## config.mk

```make
export PLATFORM = sky130hd
export DESIGN_NAME = rx_frame_deframer
export DESIGN_NICKNAME = d
export VERILOG_FILES = /design/src/rtl/rx_frame_deframer.sv
export SDC_FILE = /design/constraint.sdc
export NUM_CORES = 1
export LEC_CHECK = 0
export BUFFER_PORTS_ARGS = -buffer_cell sky130_fd_sc_hd__buf_2
export CORE_UTILIZATION = 35
export DETAILED_ROUTE_END_ITERATION = 12
export HOLD_SLACK_MARGIN = 0.05
export MAX_ROUTING_LAYER = met4
export PLACE_DENSITY = 0.56
export SLEW_MARGIN = 0
export SYNTH_ARGS = -nofsm -noshare
export SYNTH_HDL_FRONTEND = slang
export SYNTH_SLANG_ARGS = --single-unit
export TNS_END_PERCENT = 100
```

## constraint.sdc

```tcl
create_clock -name usb_clk -period 4.75 [get_ports usb_clk]
set_input_delay 0.2375 -clock usb_clk [delete_from_list [all_inputs] [get_ports usb_clk]]
set_output_delay 0.2375 -clock usb_clk [all_outputs]
set_load 0.05 [all_outputs]
```

## src/rtl/rx_frame_deframer.sv

```systemverilog
// Receive-side deframer: drains the FT245 RX FIFO, validates and strips frame
// headers, and streams payload words with channel/last tags over valid/ready.
module rx_frame_deframer #(
  parameter logic [15:0] SYNC    = 16'hA55A,
  parameter int          MAX_LEN = 1024,
  parameter int          CNT_W   = 16
) (
  input  logic             usb_clk,
  input  logic             rst_n,
  input  logic             flush,
  input  logic             rx_fifo_empty,
  input  logic [31:0]      rx_fifo_data,
  output logic             rx_fifo_read,
  output logic [31:0]      m_data,
  output logic [3:0]       m_chan,
  output logic             m_last,
  output logic             m_valid,
  input  logic             m_ready,
  output logic             busy,
  output logic [CNT_W-1:0] frame_cnt,
  output logic [CNT_W-1:0] sync_err_cnt,
  output logic [CNT_W-1:0] len_err_cnt
);

  typedef enum logic {ST_HDR, ST_PAYLOAD} state_e;

  typedef struct packed {
    logic [31:0] data;
    logic [3:0]  chan;
    logic        last;
  } beat_t;

  localparam logic [11:0] MAX_LEN_L = 12'(MAX_LEN);

  state_e           state_q, state_d;
  logic [3:0]       chan_q, chan_d;
  logic [11:0]      rem_q, rem_d;
  logic [CNT_W-1:0] frame_q, frame_d;
  logic [CNT_W-1:0] sync_err_q, sync_err_d;
  logic [CNT_W-1:0] len_err_q, len_err_d;
  logic             inflight_q;
  beat_t            buf_q [2];
  logic             wr_ptr_q, rd_ptr_q;
  logic [1:0]       occ_q;

  logic        pop_req, pop, arrive, push;
  logic [2:0]  level, limit;
  logic [15:0] hdr_sync;
  logic [3:0]  hdr_chan;
  logic [11:0] hdr_len;

  assign hdr_sync = rx_fifo_data[31:16];
  assign hdr_chan = rx_fifo_data[15:12];
  assign hdr_len  = rx_fifo_data[11:0];

  assign m_valid = (occ_q != 2'd0);
  assign pop_req = m_valid && m_ready;
  assign pop     = pop_req && !flush;
  assign arrive  = inflight_q && !flush;
  assign push    = arrive && (state_q == ST_PAYLOAD);

  // Buffered words plus the one in flight may not exceed the 2-entry buffer.
  assign level = {1'b0, occ_q} + {2'b0, inflight_q};
  assign limit = 3'd2 + {2'b0, pop_req};
  // Gated by rst_n so no FIFO word is consumed while the block is held in reset.
  assign rx_fifo_read = rst_n && !rx_fifo_empty && !flush && (level < limit);

  assign m_data       = buf_q[rd_ptr_q].data;
  assign m_chan       = buf_q[rd_ptr_q].chan;
  assign m_last       = buf_q[rd_ptr_q].last;
  assign busy         = (state_q == ST_PAYLOAD);
  assign frame_cnt    = frame_q;
  assign sync_err_cnt = sync_err_q;
  assign len_err_cnt  = len_err_q;

  always_comb begin
    // NOTE: every variable takes its hold value first so no branch can infer a latch.
    state_d    = state_q;
    chan_d     = chan_q;
    rem_d      = rem_q;
    frame_d    = frame_q;
    sync_err_d = sync_err_q;
    len_err_d  = len_err_q;
    if (flush) begin
      state_d = ST_HDR;
    end else if (arrive) begin
      case (state_q)
        ST_HDR: begin
          if (hdr_sync != SYNC) begin
            if (sync_err_q != '1) sync_err_d = sync_err_q + 1'b1;
          end else if (hdr_len == 12'd0 || hdr_len > MAX_LEN_L) begin
            if (len_err_q != '1) len_err_d = len_err_q + 1'b1;
          end else begin
            chan_d  = hdr_chan;
            rem_d   = hdr_len;
            state_d = ST_PAYLOAD;
          end
        end
        ST_PAYLOAD: begin
          rem_d = rem_q - 12'd1;
          if (rem_q == 12'd1) begin
            frame_d = frame_q + 1'b1;
            state_d = ST_HDR;
          end
        end
        default: state_d = ST_HDR;
      endcase
    end
  end

  always_ff @(posedge usb_clk or negedge rst_n) begin
    // NOTE: sequential state uses non-blocking assignments so every flop sees pre-edge values.
    if (!rst_n) begin
      state_q    <= ST_HDR;
      chan_q     <= 4'd0;
      rem_q      <= 12'd0;
      frame_q    <= '0;
      sync_err_q <= '0;
      len_err_q  <= '0;
      inflight_q <= 1'b0;
    end else begin
      state_q    <= state_d;
      chan_q     <= chan_d;
      rem_q      <= rem_d;
      frame_q    <= frame_d;
      sync_err_q <= sync_err_d;
      len_err_q  <= len_err_d;
      inflight_q <= rx_fifo_read;
    end
  end

  always_ff @(posedge usb_clk or negedge rst_n) begin
    // NOTE: the buffer entries are reset as well, so m_data/m_chan/m_last read 0 out of reset.
    if (!rst_n) begin
      buf_q[0] <= '0;
      buf_q[1] <= '0;
      wr_ptr_q <= 1'b0;
      rd_ptr_q <= 1'b0;
      occ_q    <= 2'd0;
    end else if (flush) begin
      wr_ptr_q <= 1'b0;
      rd_ptr_q <= 1'b0;
      occ_q    <= 2'd0;
    end else begin
      if (push) begin
        buf_q[wr_ptr_q] <= {rx_fifo_data, chan_q, rem_q == 12'd1};
        wr_ptr_q        <= ~wr_ptr_q;
      end
      if (pop) rd_ptr_q <= ~rd_ptr_q;
      occ_q <= occ_q + {1'b0, push} - {1'b0, pop};
    end
  end

  // The read-issue rule makes overflow impossible; this guards that claim.
  assert property (@(posedge usb_clk) disable iff (!rst_n) occ_q <= 2'd2);

endmodule

```

==> impl_metrics.env, run 1 <==
export IMPL_status="finished, final reports clean"
export IMPL_final_max_slew_viol_count=0
export IMPL_gp_congestion=0.8319
export IMPL_utilization=0.4355
export IMPL_synthFlopType="dfrtp_1"
export IMPL_firstDrtPassIters=4
export IMPL_syn_cell_area_um2=6989
export IMPL_layout_area_overhead_vs_synth_pct=21.66
export IMPL_seq_area_frac_synth=0.5156
export IMPL_multiInputGateArea_um2=3213
export IMPL_layout_commonest_cell="dfrtp_1"
export IMPL_num_nets_final=714
export IMPL_die_area_um2=20540
export IMPL_hold_viol_final=0
export IMPL_path_clk_slew_ns=0.06
export IMPL_finalCriticalPeriod_ns=2.903
export IMPL_grt_start_max_net_pins=74
export IMPL_cts_tree="built"
export IMPL_clock_skew_ns=0.01161
export IMPL_worst_pin_slew_ns=1.122
export IMPL_ant_nets=0
export IMPL_max_freq_mhz=344.5
export IMPL_clk_latency_ns=0.42
export IMPL_p_leak_nw=4.357
export IMPL_synth_area_leader_cell="dfrtp_1"
export IMPL_drc_errors=0
export IMPL_cts_buffer_depth=2
export IMPL_htreeDepth=4
export IMPL_antenna_found_initial=1
export IMPL_core_area_um2=19530
export IMPL_setup_tns_final_ns=0
export IMPL_rsz0062_at_grt="false"
export IMPL_start_util=0.3579
export IMPL_path_max_fanout=36
export IMPL_synth_top_area_frac=0.5156
export IMPL_grtUsageTotal=0.1704
export IMPL_via_per_inst=5.042
export IMPL_port_buffers=124
export IMPL_r2r_slack_ns=1.85
export IMPL_ys_seq_elements=144
export IMPL_die_w_um=143.3
export IMPL_pwr_density_cell_nw_per_um2=347.1
export IMPL_dr_total_vias=4775
export IMPL_critical_path_class="flop to flop"
export IMPL_n_fill_cell=1862
export IMPL_peakVddDrop_uv=288.8
export IMPL_seqCellArea_um2=3605
export IMPL_syn_instance_count=544
export IMPL_grt_pass1_wl_um=26170
export IMPL_layout_drive_gt1_share=0.4508
export IMPL_fin_crit_sh=0.6111
export IMPL_cp_end_kind="flop"
export IMPL_crit_path_start_kind="flop"
export IMPL_hp_class="primary input to flop"
export IMPL_cp_required_ns=5.05
export IMPL_synth_area_top_cells="dfrtp_1 (52%), mux2_2 (18%), xnor2_1 (3.4%)"
export IMPL_drt_wl_total_um=15890
export IMPL_cts_made_buffers=17
export IMPL_routedWlPerCell_um=16.78
export IMPL_hpwl_um=10860
export IMPL_drv_cap=0
export IMPL_grt_ovfl_total=0
export IMPL_ys_async_sr_fraction=1.000
export IMPL_postSynthAreaPerCell_um2=12.85
export IMPL_cp_arrival_ns=3.20
export IMPL_drtIter0Drc=231
export IMPL_cts_sinks=144
export IMPL_synth_enable_flop_cells=0
export IMPL_setup_violations=0
export IMPL_final_cell_mix="dfrtp_1 (143), buf_2 (123), mux2_2 (109), nand2_1 (28), xnor2_1 (27)"
export IMPL_syn_num_nets=590
export IMPL_die_h_um=143.3
export IMPL_synth_distinct_cells=63
export IMPL_num_rows=51
export IMPL_io_pins=125
export IMPL_post_cts_repair_setup_buffers=0
export IMPL_yosys_warnings=0
export IMPL_cts_root_buffer="clkbuf_16"
export IMPL_grt_pass1_vias=4982
export IMPL_slew_headroom=0.2504
final timing paths:
path                                      end  depth (start not counted)             start
worst max-delay path                buf_q[48]                          5              busy
worst min-delay path                buf_q[26]                          2  rx_fifo_data[21]
worst max register to register      buf_q[48]                          5              busy
worst min register to register  frame_cnt[15]                          1     frame_cnt[15]
max in group asynchronous            rem_q[8]                          3             rst_n
min in group asynchronous        frame_cnt[5]                          2             rst_n
registers in the layout, indices dropped and copies added (netlist names):
name / cells
occ_q: 2
buf_q: 74
wr_ptr_q: 1
frame_cnt: 16
rem_q: 12
busy: 1
rd_ptr_q: 1
chan_q: 4
len_err_cnt: 16
inflight_q: 1
sync_err_cnt: 16
synthesized netlist by cell type (6+ instances only):
cell type and count:
inv_1 11, xor2_1 20, nand3_1 13, mux2_2 109, nor3_2 6, o21ai_0 11, nor2_1 22, and3_1 13
dfrtp_1 144, xnor2_1 27, buf_4 6, and4_1 6, nand4_1 15, ha_1 9, nand2_1 29, clkbuf_1 8
area by class of cell:
type / count / area share
Timing Repair Buffer: 127 / 0.07666
Sequential cell: 144 / 0.4239
Clock buffer: 19 / 0.05209
Tap cell: 265 / 0.03899
Inverter: 13 / 0.005739
Antenna cell: 1 / 0.0002943
Clock inverter: 13 / 0.02443
Multi-Input combinational cell: 365 / 0.3779
timing repair:
item                      CTS  global route
hold endpoints to repair   71             0
hold buffers                1             0
resized for setup           0             0
through the flow:
step / instances / worst slack (ns) / power [mW] / cell area (um^2) / hold slack, ns
after detailed placement: 913 / 1.833 / 1.494 / 7840 / 0.3050
after global placement: 913 / 1.927 / 1.487 / 7840 / 0.2954
final: 947 / 1.847 / 2.952 / 8503 / 0.06718
after CTS: 946 / 1.813 / 2.992 / 8501 / 0.05155
after floorplan: 544 / 2.537 / 1.405 / 6989 / -0.05809
after global routing: 947 / 1.622 / 3.056 / 8503 / 0.06500
worst max-delay path: stages, from the launching register on:
cell	delay (ns)
dfrtp_1	0.78
inv_2	0.22
nor2_4	0.30
inv_2	0.17
nor2_4	0.85
mux2_2	0.43
routing by layer:
metal | part of all wire | wire [um] | vias up | global-route usage
met2 | 0.48 | 7704 | 111 | 0.2698
met3 | 0.042 | 665 | 13 | 0.04265
met5 | 0 | 0 | - | -
met1 | 0.46 | 7327 | 2439 | 0.2141
li1 | - | - | 2212 | -
met4 | 0.012 | 196 | 0 | 0.05375
power breakdown:
part	leakage [nW]	total, mW	internal (mW)	switching [mW]
Sequential	1.97	1.28	1.25	0.0255
Clock	0.318	1.48	0.948	0.535
Combinational	2.07	0.193	0.0538	0.140
Total	4.36	2.95	2.25	0.700
cell families after synthesis:
logic type               Yosys count  share of synthesized area
AND/OR/NAND/NOR                  152                     0.1463
flip-flops                       144                     0.5156
multiplexers                     120                     0.1946
XOR/XNOR                          47                    0.05890
AO/OA/AOI/OAI                     37                    0.04350
buffers and inverters             35                    0.02506
adder cells (fa/ha/maj)            9                    0.01611
(Power assumes the default switching activity.)
==> run 2, diff against run 1 <==
- ABC_AREA: not set -> 1
- PLACE_DENSITY: 0.56 -> 0.58
- clock period: 4.75 -> 2.5 ns (I/O delays scaled with it)
==> run 2 against run 1 <==
  * Global-route usage rose by 1.7 points
  * Core utilization rose by 0.44 points
  * Worst hold slack improved by 0.0012 ns
  * Sequential power rose by 88%
  * Sequential share of layout area fell by 4.9 points
  * Sequential cell count did not move
  * Setup slack got worse by 1.4 ns
==> impl_metrics.env, run 2 <==
export IMPL_ant_nets=0
export IMPL_finalCriticalPeriod_ns=2.053
export IMPL_dr_total_vias=6805
export IMPL_hold_viol_final=0
export IMPL_die_h_um=151.3
export IMPL_seqCellArea_um2=3603
export IMPL_grt_start_max_net_pins=109
export IMPL_largest_reg_flops=74
export IMPL_final_max_slew_viol_count=0
export IMPL_final_instance_count_excl_fill=1480
export IMPL_syn_cell_area_um2=7799
export IMPL_postSynthAreaPerCell_um2=7.535
export IMPL_core_area_um2=21820
export IMPL_pwr_density_cell_nw_per_um2=562.3
export IMPL_via_per_inst=4.598
export IMPL_cts_sinks=144
export IMPL_largest_register="buf_q"
export IMPL_syn_num_nets=1081
export IMPL_grt_pass1_vias=6403
export IMPL_layout_drive_gt1_share=0.1808
export IMPL_post_cts_resized=0
export IMPL_met1_length_um=9758
export IMPL_peakVddDrop_uv=381.8
export IMPL_final_cell_mix="nand2_1 (397), dfrtp_1 (144), buf_2 (123), inv_1 (95), nor2_1 (77)"
export IMPL_port_buffers=124
export IMPL_cp_common_cell="nand2_1"
export IMPL_p_leak_nw=5.047
export IMPL_n_fill_cell=2304
export IMPL_path_max_fanout=17
export IMPL_setup_tns_final_ns=0
export IMPL_fin_crit_sh=0.8213
export IMPL_clock_skew_ns=0.01056
export IMPL_routedWlPerCell_um=13.25
export IMPL_synthFlopType="dfrtp_1"
export IMPL_die_w_um=151.3
export IMPL_cts_tree="built"
export IMPL_cpPeakStageDelay_ns=0.40
export IMPL_firstDrtPassIters=5
export IMPL_n_antenna_cell=0
export IMPL_cp_top_family="buffers and inverters"
export IMPL_cp_end_kind="primary output"
export IMPL_grtUsageTotal=0.1875
export IMPL_grt_ovfl_total=0
export IMPL_ys_seq_elements=144
export IMPL_cp_slowest_cell="inv_1"
export IMPL_synth_enable_flop_cells=0
export IMPL_critical_path_class="flop to primary output"
export IMPL_cp_arrival_ns=1.93
export IMPL_top_layer="met4"
export IMPL_layout_commonest_cell="nand2_1"
export IMPL_dr_wl_met2_um=9129
export IMPL_post_cts_repair_setup_buffers=0
export IMPL_cts_buffer_depth=2
export IMPL_num_nets_final=1234
export IMPL_antenna_found_initial=0
export IMPL_yosysMostFrequentCell="nand2_1"
export IMPL_synth_area_leader_cell="dfrtp_1"
export IMPL_ys_top_cells_by_count="nand2_1 (397), dfrtp_1 (144), inv_1 (95)"
export IMPL_hp_class="primary input to flop"
export IMPL_layout_area_overhead_vs_synth_pct=23.10
export IMPL_cts_hold_fix_buffers=33
export IMPL_setup_violations=0
export IMPL_wl_met3_um=523
export IMPL_start_util=0.3574
export IMPL_syn_instance_count=1035
export IMPL_cp_required_ns=2.38
export IMPL_drc_errors=0
export IMPL_ys_async_sr_fraction=1.000
export IMPL_status="finished, final reports clean"
export IMPL_htreeDepth=4
export IMPL_drv_cap=0
export IMPL_path_clk_slew_ns=0.06
export IMPL_hpwl_um=13800
export IMPL_slew_headroom=0.5844
export IMPL_path_cells="inv_1 -> buf_4 -> nand2_1 -> nand2_1 -> buf_2"
export IMPL_max_freq_mhz=487.0
export IMPL_drtIter0Drc=319
export IMPL_num_rows=54
export IMPL_seq_area_frac_synth=0.4621
export IMPL_cts_root_buffer="clkbuf_16"
export IMPL_synth_distinct_cells=34
export IMPL_worst_pin_slew_ns=0.6234
export IMPL_grt_pass1_wl_um=32450
export IMPL_cts_made_buffers=17
export IMPL_yosys_warnings=0
export IMPL_drt_wl_total_um=19610
export IMPL_crit_path_start_kind="flop"
export IMPL_io_pins=125
export IMPL_clk_latency_ns=0.42
export IMPL_rsz0062_at_grt="false"
export IMPL_synth_area_top_cells="dfrtp_1 (46%), nand2_1 (19%), inv_1 (4.6%)"
export IMPL_gp_congestion=0.8278
export IMPL_die_area_um2=22880
export IMPL_multiInputGateArea_um2=3585
export IMPL_dp_cells=1416
export IMPL_cp_num_buf_inv=3
export IMPL_synth_top_area_frac=0.4621
run 2: changes by cell type after synthesis, moves of 36 or more:
| cell | before | now |
|---|---|---|
| nand2_1 | 29 | 397 |
| mux2_2 | 109 | 0 |
| inv_1 | 11 | 95 |
| nor2_1 | 22 | 77 |
| o21ai_0 | 11 | 63 |
| nand3_1 | 13 | 49 |
run 2: metal layers:
layer  vias up  GRT usage
li1       3562          -
met1      3134     0.2541
met2        97     0.2890
met3        12    0.03464
met4         0    0.04400
met5         -          -
run 2: cells by family (layout without fill, tap and decap cells):
kind of cell / after synthesis / in the layout / synth area share
compound gates: 134 / 134 / 0.1001
xor+xnor: 38 / 38 / 0.04268
fa+ha+maj: 9 / 9 / 0.01444
buf+inv: 139 / 304 / 0.07893
flops: 144 / 144 / 0.4621
simple gates: 571 / 571 / 0.3018
run 2: cell type report:
cell class,instances,area share
Tap cell,280,0.03649
Clock buffer,20,0.04757
Clock inverter,11,0.01368
Sequential cell,144,0.3753
Multi-Input combinational cell,752,0.3734
Inverter,101,0.03949
Timing Repair Buffer,172,0.1140
run 2: tightest hold or removal path: cells and delay by family:
family,cells,cell delay [ns]
AO/OA/AOI/OAI,1,0.13
buffers and inverters,2,0.18
run 2: worst paths after layout:
kind / endpoint / from / cells past startpoint / slack, ns
min: buf_q[50] / rx_fifo_data[8] / 3 / 0.07
max reg2reg: len_err_cnt[4] / len_err_cnt[0] / 10 / 0.46
max: m_data[14] / rd_ptr_q / 5 / 0.45
min reg2reg: buf_q[14] / buf_q[14] / 2 / 0.48
min in group asynchronous: len_err_cnt[5] / rst_n / 2 / 0.16
max in group asynchronous: frame_cnt[6] / rst_n / 3 / 1.37
run 2: through the flow:
stage,util,instance area (um^2),hold slack [ns],power (mW),worst slack [ns]
after floorplan,-,7799,-0.1706,2.693,0.4317
after global placement,0.3978,8682,0.05486,2.860,0.5385
after detailed placement,0.3978,8682,0.05729,2.863,0.4611
after CTS,0.4399,9600,0.05361,5.475,0.3777
after global routing,0.4399,9600,0.06422,5.631,0.2623
final,0.4399,9600,0.06837,5.399,0.4468
run 2: power breakdown:
part	total [mW]	switching [mW]	internal [mW]	leakage, nW
sequential	2.41	0.0497	2.36	1.88
combinational	0.439	0.303	0.136	2.89
clock	2.55	1.02	1.53	0.280
==> run 3, diff against run 2 <==
- clock period: 2.5 -> 1.8 ns (I/O delays scaled with it)
==> run 3 against run 2 <==
  * Cell count is 2.1% higher
  * Register-to-register slack worse by 0.37 ns
  * Critical path depth is 1 lower
  * Via count is 3.6% higher
  * Clock power is 32% higher
  * Setup slack worse by 0.42 ns
  * Combinational power is 50% higher
  * Final area is 4.5% higher
  * Global-route usage is 0.083 points higher
  * Routed wire length is 3.3% higher
  * Power is 37% higher
  * Sequential power is 39% higher
  * Critical path type unchanged
  * Largest cell class is now multi-input gates
==> impl_metrics.env, run 3 (synthesis gave the netlist of run 2 again) <==
export IMPL_reg2reg_to="occ_q[1]"
export IMPL_critical_path_class="flop to primary output"
export IMPL_drv_cap=0
export IMPL_via_per_inst=4.664
export IMPL_grtUsageTotal=0.1883
export IMPL_cts_tree="built"
export IMPL_finalCriticalPeriod_ns=1.771
export IMPL_routedWlPerCell_um=13.41
export IMPL_antenna_found_initial=0
export IMPL_p_leak_nw=5.242
export IMPL_crit_path_start_kind="flop"
export IMPL_dp_cells=1437
export IMPL_num_nets_final=1268
export IMPL_die_w_um=151.3
export IMPL_critPathLaunch="inflight_q"
export IMPL_layout_area_overhead_vs_synth_pct=28.67
export IMPL_largest_register="buf_q"
export IMPL_cts_sinks=144
export IMPL_htreeDepth=4
export IMPL_grt_pass1_wl_um=32510
export IMPL_layout_drive_gt1_share=0.2112
export IMPL_num_rows=54
export IMPL_n_antenna_cell=0
export IMPL_hold_ws_ns=0.1037
export IMPL_grt_start_max_net_pins=93
export IMPL_setup_violations=0
export IMPL_final_instance_count_excl_fill=1511
export IMPL_core_area_um2=21820
export IMPL_rsz0062_at_grt="true"
export IMPL_io_pins=125
export IMPL_firstDrtPassIters=5
export IMPL_max_freq_mhz=564.7
export IMPL_drt_wl_total_um=20270
export IMPL_swShare=0.2425
export IMPL_pwr_density_cell_nw_per_um2=734.5
export IMPL_grt_ovfl_total=0
export IMPL_layout_commonest_cell="nand2_1"
export IMPL_clkPwrFrac=0.456
export IMPL_port_buffers=124
export IMPL_utilization=0.4598
export IMPL_path_max_fanout=2
export IMPL_cp_end_kind="primary output"
export IMPL_cts_buffer_depth=2
export IMPL_clock_skew_ns=0.007931
export IMPL_die_area_um2=22880
export IMPL_total_switching_power_mw=1.787
export IMPL_drtIter0Drc=370
export IMPL_cts_made_buffers=17
export IMPL_hpwl_um=13860
export IMPL_cp_required_ns=1.71
export IMPL_start_util=0.3574
export IMPL_grt_pass1_vias=6507
export IMPL_hold_viol_final=0
export IMPL_drc_errors=0
export IMPL_n_fill_cell=2196
export IMPL_largest_reg_flops=74
export IMPL_status="finished, final reports clean"
export IMPL_gp_congestion=0.8411
export IMPL_reg2reg_depth=9
export IMPL_final_cell_mix="nand2_1 (394), dfrtp_1 (138), buf_2 (112), inv_1 (95), nor2_1 (75)"
export IMPL_slew_headroom=0.6644
export IMPL_dr_total_vias=7048
export IMPL_cp_arrival_ns=1.68
export IMPL_cts_root_buffer="clkbuf_16"
export IMPL_worst_pin_slew_ns=0.5034
export IMPL_clk_latency_ns=0.41
export IMPL_sequentialPowerShare=0.455
export IMPL_fin_crit_sh=0.9839
export IMPL_r2r_start="inflight_q"
export IMPL_r2r_slack_ns=0.09
export IMPL_path_clk_slew_ns=0.06
export IMPL_setup_tns_final_ns=0
export IMPL_peakVddDrop_uv=563.7
export IMPL_p_int_mw=5.583
export IMPL_ant_nets=0
export IMPL_hp_class="primary input to async pin"
export IMPL_die_h_um=151.3
export IMPL_final_max_slew_viol_count=0
export IMPL_comb_power_share=0.089
==> run 3: how the worst max path moves through the flow <==
| stage | slack, ns | end | cells past startpoint |
|---|---|---|---|
| floorplan | 0.02 | sync_err_cnt[12] | 10 |
| finish | 0.03 | rx_fifo_read | 4 |
| global route | -0.04 | rx_fifo_read | 6 |
| CTS | 0.002 | m_last | 4 |
| global placement | 0.13 | chan_q[2] | 9 |
| detailed placement | 0.10 | len_err_cnt[12] | 10 |
==> run 3: worst max-delay path, stage by stage, from the launching register on <==
cell and delay, ns:
dfrtp_1 0.42, ha_4 0.26, or2_4 0.26, a21oi_4 0.16, buf_6 0.17
==> run 3: area by class of cell <==
class	instances	area, um^2	share of cell area
multi-input combinational	752	3664	0.3651
sequential	144	3611	0.3599
timing repair buffer	206	1481	0.1476
clock buffer	21	460.4	0.04589
inverter	101	379.1	0.03778
tap	280	350.3	0.03491
clock inverter	7	88.84	0.008853
==> run 3: power by group through the flow <==
stage | registers [mW] | logic, mW | clock network [mW]
floorplan | 3.56 | 0.183 | 0
global placement | 3.41 | 0.577 | 0
detailed placement | 3.41 | 0.581 | 0
CTS | 3.35 | 0.649 | 3.47
global route | 3.36 | 0.724 | 3.63
finish | 3.35 | 0.658 | 3.36
==> run 3: what timing repair did <==
action,4_1_cts,5_1_grt
cloned,0,1
setup endpoints to repair,1,53
gates resized for setup,5,29
hold buffers,35,0
buffers inserted,6,4
pin swaps,2,5
endpoints found under the hold margin,219,0
==> run 3: routing by layer <==
metal,wire (um),share of wire,vias to the layer above,GRT usage
li1,-,-,3623,-
met1,9775,0.48,3268,0.2515
met2,9513,0.47,140,0.2925
met3,772,0.038,17,0.03373
met4,206,0.010,0,0.05100
met5,0,0,-,-
==> run 3: metrics by stage <==
stage	worst slack, ns	instance area (um^2)	total power [mW]
global placement	0.1289	8912	3.984
floorplan	0.01682	7810	3.744
detailed placement	0.1028	8912	3.991
finish	0.02907	10030	7.370
global route	-0.04099	10030	7.713
CTS	0.001882	9876	7.475
